### src/rtl/gcd_rr_sched.sv
// ---------------------------------------------------------------------------
// gcd_rr_sched
//   Shared iterative GCD service. N requesters compete for one subtractive
//   GCD engine through a round-robin arbiter. The engine performs one
//   subtraction per clock, and the result is returned with the owner's ID.
//
// Parameters
//   W   operand / result width in bits
//   N   number of requesters (2..8)
//
// Ports
//   i_clk        rising-edge clock
//   i_rst_n      synchronous active-low reset
//   i_req_valid  [N]    per-requester request valid
//   i_req_a      [N*W]  operand A, requester i in bits [i*W +: W]
//   i_req_b      [N*W]  operand B, same packing
//   o_req_ready  [N]    one-hot grant; request i taken on valid[i] & ready[i]
//   o_rsp_valid         result valid (held until i_rsp_ready)
//   i_rsp_ready         consumer accepts result
//   o_rsp_id     [IDW]  requester that owns the result
//   o_rsp_gcd    [W]    GCD result
//   o_busy              high whenever the engine is not idle
//   o_rsp_iter   [W]    subtraction-step count of the result
//                       (present only when GCD_ITER_CNT_EN is defined)
//
// Build option
//   GCD_ITER_CNT_EN  adds the step counter and the o_rsp_iter port.
// ---------------------------------------------------------------------------
module gcd_rr_sched #(
   parameter int W = 7,
   parameter int N = 4,
   localparam int IDW = (N > 1) ? $clog2(N) : 1
) (
   input  logic             i_clk,
   input  logic             i_rst_n,
   input  logic [N-1:0]     i_req_valid,
   input  logic [N*W-1:0]   i_req_a,
   input  logic [N*W-1:0]   i_req_b,
   output logic [N-1:0]     o_req_ready,
   output logic             o_rsp_valid,
   input  logic             i_rsp_ready,
   output logic [IDW-1:0]   o_rsp_id,
   output logic [W-1:0]     o_rsp_gcd,
   output logic             o_busy
`ifdef GCD_ITER_CNT_EN
   ,
   output logic [W-1:0]     o_rsp_iter
`endif
);

   typedef enum logic [1:0] {ST_IDLE, ST_CALC, ST_DONE} state_t;

   localparam logic [IDW:0] N_EXT = (IDW+1)'(N);

   state_t           r_state;
   state_t           w_next;
   logic [IDW-1:0]   r_ptr;
   logic [W-1:0]     r_a;
   logic [W-1:0]     r_b;
   logic [IDW-1:0]   r_id;
   logic [W-1:0]     r_gcd;

   logic [N-1:0]     w_rot;
   logic             w_found;
   logic [IDW:0]     w_off;
   logic [IDW:0]     w_sum;
   logic [IDW-1:0]   w_win;
   logic [IDW-1:0]   w_ptr_nxt;
   logic [W-1:0]     w_sel_a;
   logic [W-1:0]     w_sel_b;
   logic             w_accept;
   logic             w_calc_end;

   // Rotate the valid vector so bit 0 is the requester at the pointer; the
   // first set bit of the rotated vector is then the round-robin winner.
   assign w_rot = N'({i_req_valid, i_req_valid} >> r_ptr);

   always_comb begin
      w_found = 1'b0;
      w_off   = '0;
      for (int k = 0; k < N; k++) begin
         if (!w_found && w_rot[k]) begin
            w_found = 1'b1;
            w_off   = (IDW+1)'(k);
         end
      end
      w_sum = {1'b0, r_ptr} + w_off;
      w_win = IDW'((w_sum >= N_EXT) ? (w_sum - N_EXT) : w_sum);
   end

   always_comb begin
      w_sel_a = '0;
      w_sel_b = '0;
      for (int k = 0; k < N; k++) begin
         if (w_win == IDW'(k)) begin
            w_sel_a = i_req_a[k*W +: W];
            w_sel_b = i_req_b[k*W +: W];
         end
      end
   end

   assign w_ptr_nxt  = (w_win == IDW'(N-1)) ? '0 : w_win + 1'b1;
   assign w_accept   = (r_state == ST_IDLE) && w_found;
   // Zero, equal, or either operand zero all terminate; gcd(0,0) falls out as 0.
   assign w_calc_end = (r_a == '0) || (r_b == '0) || (r_a == r_b);

   // Grant is gated by reset so no requester sees ready while the block is held.
   assign o_req_ready = (w_accept && i_rst_n) ? (N'(1) << w_win) : '0;
   assign o_rsp_valid = (r_state == ST_DONE);
   assign o_busy      = (r_state != ST_IDLE);
   assign o_rsp_id    = r_id;
   assign o_rsp_gcd   = r_gcd;

   // State register
   always_ff @(posedge i_clk) begin
      if (!i_rst_n) r_state <= ST_IDLE;
      else          r_state <= w_next;
   end

   // Next-state logic
   always_comb begin
      w_next = r_state;
      case (r_state)
         ST_IDLE: if (w_accept)    w_next = ST_CALC;
         ST_CALC: if (w_calc_end)  w_next = ST_DONE;
         ST_DONE: if (i_rsp_ready) w_next = ST_IDLE;
         default:                  w_next = ST_IDLE;
      endcase
   end

   // Datapath: operand latch, one subtraction per CALC cycle, result hold
   always_ff @(posedge i_clk) begin
      if (!i_rst_n) begin
         r_ptr <= '0;
         r_a   <= '0;
         r_b   <= '0;
         r_id  <= '0;
         r_gcd <= '0;
      end else begin
         case (r_state)
            ST_IDLE: begin
               if (w_accept) begin
                  r_a   <= w_sel_a;
                  r_b   <= w_sel_b;
                  r_id  <= w_win;
                  r_ptr <= w_ptr_nxt;
               end
            end
            ST_CALC: begin
               if (r_a == '0)                        r_gcd <= r_b;
               else if ((r_b == '0) || (r_a == r_b)) r_gcd <= r_a;
               else if (r_a < r_b)                   r_b   <= r_b - r_a;
               else                                  r_a   <= r_a - r_b;
            end
            default: ;
         endcase
      end
   end

`ifdef GCD_ITER_CNT_EN
   logic [W-1:0] r_iter;

   // Counts subtraction steps only; terminating cycles do not count.
   always_ff @(posedge i_clk) begin
      if (!i_rst_n)                          r_iter <= '0;
      else if (w_accept)                     r_iter <= '0;
      else if ((r_state == ST_CALC) && !w_calc_end) r_iter <= r_iter + 1'b1;
   end

   assign o_rsp_iter = r_iter;
`endif

endmodule

### config.mk
export PLATFORM = sky130hd
export DESIGN_NAME = gcd_rr_sched
export DESIGN_NICKNAME = d
export VERILOG_FILES = /design/src/rtl/gcd_rr_sched.sv
export SDC_FILE = /design/constraint.sdc
export NUM_CORES = 1
export LEC_CHECK = 0
export CAP_MARGIN = 0
export CELL_PAD_IN_SITES_DETAIL_PLACEMENT = 1
export CELL_PAD_IN_SITES_GLOBAL_PLACEMENT = 1
export CORE_MARGIN = 2
export CORE_UTILIZATION = 35
export CTS_CLUSTER_DIAMETER = 100
export CTS_CLUSTER_SIZE = 20
export DETAILED_ROUTE_END_ITERATION = 16
export PLACE_DENSITY_LB_ADDON = 0.1
export SLEW_MARGIN = 15
export SYNTH_ARGS = -nofsm -noshare
export SYNTH_HDL_FRONTEND = slang
export SYNTH_SLANG_ARGS = --single-unit
### constraint.sdc
create_clock -name i_clk -period 9.45 [get_ports i_clk]
set_input_delay 1.89 -clock i_clk [delete_from_list [all_inputs] [get_ports i_clk]]
set_output_delay 1.89 -clock i_clk [all_outputs]
set_load 0.01 [all_outputs]
==> reports/summary.txt, run 1 <==
CP Cell Sequence: clkdlybuf4s50_1, nor2_1, or4_1, o2111ai_1, ha_1, xnor2_1, xnor2_1, ha_1, and3_1, clkdlybuf4s50_1
slowest CP cell: ha_1
Routed Wire Length: 8460 µm
Starting Density: 0.362
Synth Flop Type: dfxtp_1
internal power: 0.000587 W
initial antenna violation count: 0
row cnt: 31
htree depth: 1
Clock Skews: 0.00637 ns
CP max FO: 30
cell taking the most area after synthesis: dfxtp_1
Clk Tree Root Cell: clkbuf_8
Hold WS: 0.507 ns
fin. max-slew vios: 0
Post-CTS Resized: 0
status: finished, final reports clean
post-route cell area: 0.00347 mm²
Hold Crit Class: flip-flop to flip-flop
Clock Sinks: 27
vias in the first global route: 2,748
DR pass1 iterations: 4
CP required: 7.56 ns
gpl congestion: 0.841
Final min period: 7.31 ns
relative slew slack: 0.248
Post-CTS Setup Inserts: 0
Psw: 0.000601 W
Overflow after GRT: 0
I/O pin count: 78
synthesized area per cell: 7.63 µm²
CTS Hold Bufs: 0
Netlist cell types: 48
Max Root-Sink Buffers: 2
Yosys reg bits: 27
achievable clock frequency: 137 MHz
Static Leak: 1.28 nW
Clock power frac: 0.057
Die Ht: 90.6 µm
IO buf count: 77
first-pass GRT wire length: 13,700 µm
Syn-to-layout area delta: 32.0%
gr usage total: 0.206
nets@finish: 483
Worst VDD drop: 0.000130 V
clk slew on worst S/H paths: 0.10 ns
CP Class: input pin to output pin
Worst Setup End Kind: output pin
Post-synth ARST share: 0
post-synthesis sequential area ratio: 0.206
remaining routing DRC violations: 0
die area: 0.00821 mm²
Fin Setup TNS: 0 ns
Die W: 90.6 µm
Synth Cell Area: 0.00263 mm²
Post-synth EDFFs: 0
Sw Share: 0.506
Post-DP Area: 0.00342 mm²
Critical Path Start Type: input pin
Max stage delay on crit path: 0.85 ns
worst-margin pin slew: 1.12 ns
combinational share of power: 0.766
routed len/inst: 17.0 µm
Synth top area share: 0.206
CTS tree: yes
RSZ-0062 raised after global routing: no
core area: 0.00725 mm²
Vias: 2,740
Flop pwr share: 0.178
number of diodes: 0
final period utilization: 0.774
DRT iter0 DRCs: 67
PwrDens: 343 mW/mm²
layout cell share with drive strength beyond 1: 0.0476
final setup vio count: 0
post-route ant nets: 0
MaxCap Viol Count: 0
CTS Buf Count: 3
Syn Inst Count: 344
Vias/cell: 5.50
critical path data arrival time: 5.42 ns
synthesized net count: 427
most common cell in the netlist: a21oi_1
main area contributors after synthesis: dfxtp_1 21%, ha_1 8.6%, a21oi_1 7.4%, mux2i_1 7.2%, a221oi_1 4.3%
warning count from the yosys run: 0
Hold Fails Final Rpt: 0
detailed placement HPWL: 6740 µm
largest net degree at the start of global routing: 31
latest clock arrival within the worst-skew pair: 0.28 ns
top cells by count, synth: 39 x a21oi_1, 29 x nand2_1, 29 x nor2_1
## cell type report
class,instances,area (µm²)
timing repair buffer,78,778
inverter,18,67.6
clock buffer,3,41.3
fill,893,3790
tap,99,124
multi-input combinational,272,1910
sequential,27,541
clock inverter,1,7.51
## power groups by stage
stage	Combinational [W]	Sequential, W	Clock (W)
after floorplan	0.000656	0.000205	0
after global placement	0.000889	0.000213	0
after detailed placement	0.000909	0.000215	0
after CTS	0.000913	0.000212	0.0000696
after global routing	0.00101	0.000220	0.0000745
final	0.000909	0.000211	0.0000673
## placed cells by master, fill, tap and decap left out, types with 2 or more instances in the layout
cell type and n:
clkdlybuf4s50_1 77, a221oi_1 13, a31oi_1 3, xor2_1 3, nand2_1 29, clkbuf_8 3
nand2b_1 5, nor2_1 29, nand4_1 2, o31ai_1 12, and3_1 5, nor3_1 6
a211oi_1 6, nand3b_1 2, fa_1 2, nor2b_1 16, ha_1 18, o21bai_1 2
mux2i_1 19, or3_1 3, or4_1 3, inv_1 17, o211ai_1 7, a31oi_4 2
o21ai_0 9, xnor2_1 5, and4_1 3, a211oi_2 2, a21oi_1 39, nor4_1 2
nand3_1 9, mux2_2 2, dfxtp_1 27
## sequential cells by signal, summed over array words and instances, names as in the netlist
register / cells
r_b: 7
r_state: 2
r_a: 7
r_ptr: 2
o_rsp_id: 2
o_rsp_gcd: 7
## path summary, 6_finish.rpt
check / end / startpoint / cells after the start / slack (ns)
max: o_req_ready[3] / i_req_valid[1] / 10 / 2.14
min: o_rsp_gcd[1] / o_rsp_gcd[1] / 2 / 0.51
max reg2reg: r_a[6] / r_ptr[0] / 11 / 5.37
min reg2reg: o_rsp_gcd[1] / o_rsp_gcd[1] / 2 / 0.51
## cell families after synthesis
logic type | share of synthesized area
XOR/XNOR | 0.0267
adder cells (fa/ha/maj) | 0.101
AO/OA/AOI/OAI | 0.262
multiplexers | 0.0810
buffers and inverters | 0.0691
AND/OR/NAND/NOR | 0.254
flip-flops | 0.206
## through the flow
stage | cells | total power, W | util | setup WS, ns
floorplan | 344 | 0.000861 | - | 3.39
global placement | 494 | 0.00110 | 0.471 | 2.31
detailed placement | 494 | 0.00112 | 0.471 | 2.16
CTS | 498 | 0.00120 | 0.478 | 2.14
global route | 498 | 0.00130 | 0.478 | 1.83
finish | 498 | 0.00119 | 0.478 | 2.14
## worst max-delay path: cells and delay by family
kind,cells,cell delay (ns)
AOI/OAI and AO/OA,1,0.11
xor gates and xnor gates,2,0.36
adders and majority gates,2,1.09
buffers and inverters,2,1.17
and+or+nand+nor,3,0.80
## per-layer routing
layer	track usage	wire length, µm	vias to the layer above
met3	0.0434	472	8
met1	0.266	3870	1299
met5	0	0	-
met2	0.350	3990	73
li1	-	-	1360
met4	0.0449	128	0
Note: power is estimated with default switching activity, not from simulation.
==> inputs of run 2 (changes only) <==
--- a/config.mk
+++ b/config.mk
@@ -9,7 +9,7 @@
 export CELL_PAD_IN_SITES_DETAIL_PLACEMENT = 1
 export CELL_PAD_IN_SITES_GLOBAL_PLACEMENT = 1
 export CORE_MARGIN = 2
-export CORE_UTILIZATION = 35
+export CORE_UTILIZATION = 34
 export CTS_CLUSTER_DIAMETER = 100
 export CTS_CLUSTER_SIZE = 20
 export DETAILED_ROUTE_END_ITERATION = 16
==> constraint.sdc (replaced) <==
create_clock -name i_clk -period 7.7 [get_ports i_clk]
set_input_delay 1.54 -clock i_clk [delete_from_list [all_inputs] [get_ports i_clk]]
set_output_delay 1.54 -clock i_clk [all_outputs]
set_load 0.01 [all_outputs]
==> run 2 against run 1 <==
First-iteration DRC count shrank 13%. Design area is 0.76% higher. Die area is 2.8% higher. Sequential cell count stayed put. Clock power up 24%. Clock-buffer cell count stayed put. Setup slack got worse by 0.76 ns. Clock skew is 0.0015 ns lower. Power increased by 23%. Cell count up 1.2%. Critical path type unchanged. Non-clock buffer count is 3 higher. Register-to-register slack worse by 1.7 ns.
==> reports/summary.txt, run 2 (synthesized netlist as in run 1, its figures left out) <==
Vias/cell: 5.40 (-1.8%)
CTS Buf Count: 3 (unchanged)
I/O pin count: 78 (unchanged)
detailed placement HPWL: 6690 µm (-0.79%)
achievable clock frequency: 158 MHz
Vias: 2,723 (-0.62%)
Overflow after GRT: 0 (unchanged)
Post-CTS Resized: 0 (unchanged)
Starting Density: 0.345 (-0.0169)
initial antenna violation count: 0 (unchanged)
CTS Hold Bufs: 0 (unchanged)
Worst Setup End Kind: output pin
Hold Crit Class: flip-flop to flip-flop
nets@finish: 486 (+0.62%)
Fin Setup TNS: 0 ns (unchanged)
fin. max-slew vios: 0 (unchanged)
largest net degree at the start of global routing: 31 (unchanged)
MaxCap Viol Count: 0 (unchanged)
Syn-to-layout area delta: 33.0%
Critical Path Start Type: input pin
core area: 0.00761 mm² (+4.9%)
relative slew slack: 0.297 (+0.0490)
Max stage delay on crit path: 0.62 ns (-0.23 ns)
Critical path buffers and inverters: 2 (unchanged)
Max Root-Sink Buffers: 2 (unchanged)
CP required: 6.16 ns (-1.40 ns)
layout cell share with drive strength beyond 1: 0.0547 (+0.00711)
Clock Skews: 0.00487 ns (-0.00150 ns)
Hold Fails Final Rpt: 0 (unchanged)
htree depth: 1 (unchanged)
latest clock arrival within the worst-skew pair: 0.28 ns (about the same)
CTS tree: yes
gr usage total: 0.198 (-0.00786)
Post-CTS Setup Inserts: 0 (unchanged)
Die Ht: 91.9 µm (+1.4%)
critical path data arrival time: 4.79 ns (-0.63 ns)
Die W: 91.9 µm (+1.4%)
IO buf count: 77 (unchanged)
Clk Tree Root Cell: clkbuf_8
Top delay family on crit path: buffers and inverters
remaining routing DRC violations: 0 (unchanged)
row cnt: 32 (+3.2%)
commonest cells after routing, fill and taps aside: 77 x clkdlybuf4s50_1, 39 x a21oi_1, 29 x nor2_1, 29 x nand2_1, 27 x dfxtp_1
commonest non-fill, non-tap cell in the layout: clkdlybuf4s50_1
DR pass1 iterations: 4 (unchanged)
Worst VDD drop: 0.000139 V (+7.4%)
routed len/inst: 16.5 µm (-2.7%)
CP max FO: 18 (-40%)
die area: 0.00844 mm² (+2.8%)
slowest CP cell: clkdlybuf4s50_1
filler instances: 942 (+5.5%)
Routed Wire Length: 8330 µm (-1.6%)
number of diodes: 0 (unchanged)
Static Leak: 1.30 nW (+1.2%)
worst-margin pin slew: 1.05 ns (-0.0718 ns)
final setup vio count: 0 (unchanged)
CP Class: input pin to output pin
setup ws final: 1.37 ns (-0.764 ns)
DRT iter0 DRCs: 58 (-13%)
RSZ-0062 raised after global routing: no
PwrDens: 420 mW/mm² (+22%)
CP Cell Sequence: clkdlybuf4s50_1, nor2_1, or4_1, o2111ai_1, ha_1, xor2_1, xnor2_1, ha_1, and3_1, clkdlybuf4s50_1
gpl congestion: 0.803 (-4.5%)
clk slew on worst S/H paths: 0.10 ns (about the same)
post-route ant nets: 0 (unchanged)
Final min period: 6.33 ns
pre-CTS setup slack: 1.37 ns (-0.789 ns)
status: finished, final reports clean
vias in the first global route: 2,788 (+1.5%)
final period utilization: 0.821
first-pass GRT wire length: 13,700 µm (-0.15%)
Clock Sinks: 27 (unchanged)
run 2: worst paths after layout:
check	startpoint	to	slack, ns	cells after the start
worst max-delay path	i_req_valid[1]	o_req_ready[1]	1.37	10
worst min-delay path	o_rsp_gcd[1]	o_rsp_gcd[1]	0.51	2
worst max register to register	r_ptr[0]	r_a[6]	3.68	11
worst min register to register	o_rsp_gcd[1]	o_rsp_gcd[1]	0.51	2
run 2: worst register-to-register path, delay by kind of cell, from the launching register on:
kind / cells / cell delay (ns)
XOR/XNOR: 2 / 0.35
adder cells (fa/ha/maj): 2 / 0.64
flip-flops: 1 / 0.43
AO/OA/AOI/OAI: 4 / 1.06
multiplexers: 1 / 0.17
AND/OR/NAND/NOR: 2 / 1.32
run 2: layout make-up:
class / instances / area (µm²) / share of cell area
Timing Repair Buffer: 81 / 801 / 0.229
Multi-Input combinational cell: 272 / 1910 / 0.546
Tap cell: 102 / 128 / 0.0365
Clock buffer: 3 / 41.3 / 0.0118
Inverter: 18 / 67.6 / 0.0193
Sequential cell: 27 / 541 / 0.155
Clock inverter: 1 / 7.51 / 0.00215
run 2: stage by stage:
step	utilization	power, W	cell area, µm²	instances	hold WS, ns
2_1_floorplan	-	0.00106	2630	344	0.443
3_3_place_gp	0.453	0.00136	3440	500	0.479
3_5_place_dp	0.453	0.00139	3440	500	0.494
4_1_cts	0.459	0.00148	3490	504	0.507
5_1_grt	0.459	0.00160	3490	504	0.530
6_report	0.459	0.00147	3490	504	0.507
run 2: power by group:
part           internal [W]  total (W)  switching [W]
clock network     0.0000368  0.0000834      0.0000467
registers          0.000197   0.000260      0.0000630
logic              0.000492    0.00112       0.000630
total              0.000726    0.00147       0.000740
run 2: metal layers:
metal / track usage / up-vias / wire length, µm
met3: 0.0271 / 6 / 335
met2: 0.348 / 64 / 4030
met5: 0 / - / 0
met4: 0.0311 / 0 / 70
li1: - / 1364 / -
met1: 0.261 / 1289 / 3890
==> inputs of run 3 (changes only) <==
==> constraint.sdc (replaced) <==
create_clock -name i_clk -period 6.55 [get_ports i_clk]
set_input_delay 1.31 -clock i_clk [delete_from_list [all_inputs] [get_ports i_clk]]
set_output_delay 1.31 -clock i_clk [all_outputs]
set_load 0.01 [all_outputs]
==> run 3 against run 2 <==
Sequential share of layout area fell by 0.083 points. Power increased by 17%. Setup slack lost 0.46 ns. Sequential cell count unchanged.
==> reports/summary.txt, run 3 (synthesized netlist as in run 1, its figures left out) <==
CTS tree: yes
Vias: 2,747 (+0.88%)
Clk Tree Root Cell: clkbuf_8
largest net degree at the start of global routing: 30 (-3.2%)
gr usage total: 0.202 (+0.00476)
worst-margin pin slew: 0.827 ns (-0.224 ns)
remaining routing DRC violations: 0 (unchanged)
status: finished, final reports clean
detailed placement HPWL: 6830 µm (+2.1%)
htree depth: 1 (unchanged)
commonest cells after routing, fill and taps aside: 77 x clkdlybuf4s50_1, 39 x a21oi_1, 29 x nor2_1, 29 x nand2_1, 27 x dfxtp_1
Critical Path Start Type: input pin
Vias/cell: 5.42 (+0.28%)
Starting Density: 0.345 (unchanged)
latest clock arrival within the worst-skew pair: 0.27 ns (about the same)
Hold Fails Final Rpt: 0 (unchanged)
DRT iter0 DRCs: 68 (+17%)
Clock Sinks: 27 (unchanged)
routed len/inst: 16.9 µm (+2.2%)
Worst VDD drop: 0.000197 V (+41%)
final period utilization: 0.861
CTS Buf Count: 3 (unchanged)
worst r2r src: r_ptr[0]
vias in the first global route: 2,751 (-1.3%)
Max stage delay on crit path: 0.62 ns (about the same)
Die W: 91.9 µm (unchanged)
slowest CP cell: clkdlybuf4s50_1
CTS Hold Bufs: 0 (unchanged)
clk slew on worst S/H paths: 0.09 ns (about the same)
fin. max-slew vios: 0 (unchanged)
critical path data arrival time: 4.33 ns (-0.46 ns)
I/O pin count: 78 (unchanged)
Post-CTS Setup Inserts: 0 (unchanged)
layout cell share with drive strength beyond 1: 0.0593 (+0.00453)
PwrDens: 490 mW/mm² (+17%)
WHS Path Cells: 2 (unchanged)
FF-to-FF End: r_a[4]
Hold Crit Class: flip-flop to flip-flop
core area: 0.00761 mm² (unchanged)
Syn-to-layout area delta: 33.7%
hold path endpoint: o_rsp_gcd[4]
CP required: 5.24 ns (-0.92 ns)
RSZ-0062 raised after global routing: no
Fin Setup TNS: 0 ns (unchanged)
dpl cells: 503 (+0.60%)
MaxCap Viol Count: 0 (unchanged)
FF-to-FF setup slack: 2.67 ns (-1.01 ns)
IO buf count: 77 (unchanged)
final setup vio count: 0 (unchanged)
Top delay family on crit path: buffers and inverters
Static Leak: 1.31 nW (+1.2%)
worst r2r path cells: 12 (+1)
relative slew slack: 0.447 (+0.150)
number of diodes: 0 (unchanged)
CP Class: input pin to output pin
Overflow after GRT: 0 (unchanged)
die area: 0.00844 mm² (unchanged)
Max Root-Sink Buffers: 2 (unchanged)
commonest non-fill, non-tap cell in the layout: clkdlybuf4s50_1
CP max FO: 29 (+11)
CP Cell Sequence: clkdlybuf4s50_1, nor2_1, or4_1, o2111ai_1, ha_1, xnor2_1, xnor2_1, ha_1, buf_4, and3_1, clkdlybuf4s50_1
Die Ht: 91.9 µm (unchanged)
Routed Wire Length: 8560 µm (+2.8%)
Clock Skews: 0.00116 ns (-0.00370 ns)
Post-CTS Resized: 0 (unchanged)
Final Non-Filler Cells: 507 (+0.60%)
hold path start: o_rsp_gcd[4]
row cnt: 32 (unchanged)
Critical path buffers and inverters: 3 (+1)
post-route ant nets: 0 (unchanged)
Final min period: 5.64 ns
nets@finish: 489 (+0.62%)
initial antenna violation count: 0 (unchanged)
first-pass GRT wire length: 13,800 µm (+0.66%)
gpl congestion: 0.816 (+1.6%)
achievable clock frequency: 177 MHz
Worst Setup End Kind: output pin
DR pass1 iterations: 4 (unchanged)
-- run 3: power breakdown --
group | leakage [nW] | internal (W) | switching [W]
registers | 0.223 | 0.000232 | 0.0000756
logic | 1.07 | 0.000583 | 0.000738
clock network | 0.0228 | 0.0000435 | 0.0000490
total | 1.31 | 0.000858 | 0.000863
-- run 3: layer usage --
layer / GRT usage / vias up / share of wire
met1: 0.270 / 1313 / 0.46
met3: 0.0279 / 4 / 0.039
met5: 0 / - / 0
met4: 0.0348 / 0 / 0.0041
met2: 0.352 / 54 / 0.50
li1: - / 1376 / -
-- run 3: stage by stage --
| step | cell area (µm²) | hold WS, ns | worst slack, ns | utilization | power, W |
|---|---|---|---|---|---|
| after global routing | 3510 | 0.524 | 0.698 | 0.462 | 0.00188 |
| after global placement | 3470 | 0.484 | 1.03 | 0.456 | 0.00161 |
| after CTS | 3510 | 0.511 | 0.887 | 0.462 | 0.00174 |
| after floorplan | 2630 | 0.443 | 1.65 | - | 0.00124 |
| after detailed placement | 3470 | 0.495 | 0.902 | 0.456 | 0.00164 |
| final | 3510 | 0.505 | 0.910 | 0.462 | 0.00172 |
-- run 3: cell type report --
class,instances,area (µm²)
inverter,18,67.6
fill,949,4100
tap,102,128
sequential,27,541
clock buffer,4,45.0
timing repair buffer,84,823
multi-input combinational,272,1910
-- run 3: tightest hold or removal path: stages (launching register included) --
cell and delay, ns:
dfxtp_1 0.32, nor2_1 0.09, a211oi_1 0.05
-- run 3: worst max path at each step --
stage / startpoint / endpoint / slack [ns] / cells after the start
2_1_floorplan: i_req_valid[1] / o_req_ready[3] / 1.65 / 11
3_3_place_gp: i_req_valid[1] / o_req_ready[2] / 1.03 / 11
3_5_place_dp: i_req_valid[1] / o_req_ready[2] / 0.90 / 11
4_1_cts: i_req_valid[1] / o_req_ready[2] / 0.89 / 11
5_1_grt: i_req_valid[1] / o_req_ready[2] / 0.70 / 11
6_report: i_req_valid[1] / o_req_ready[2] / 0.91 / 11
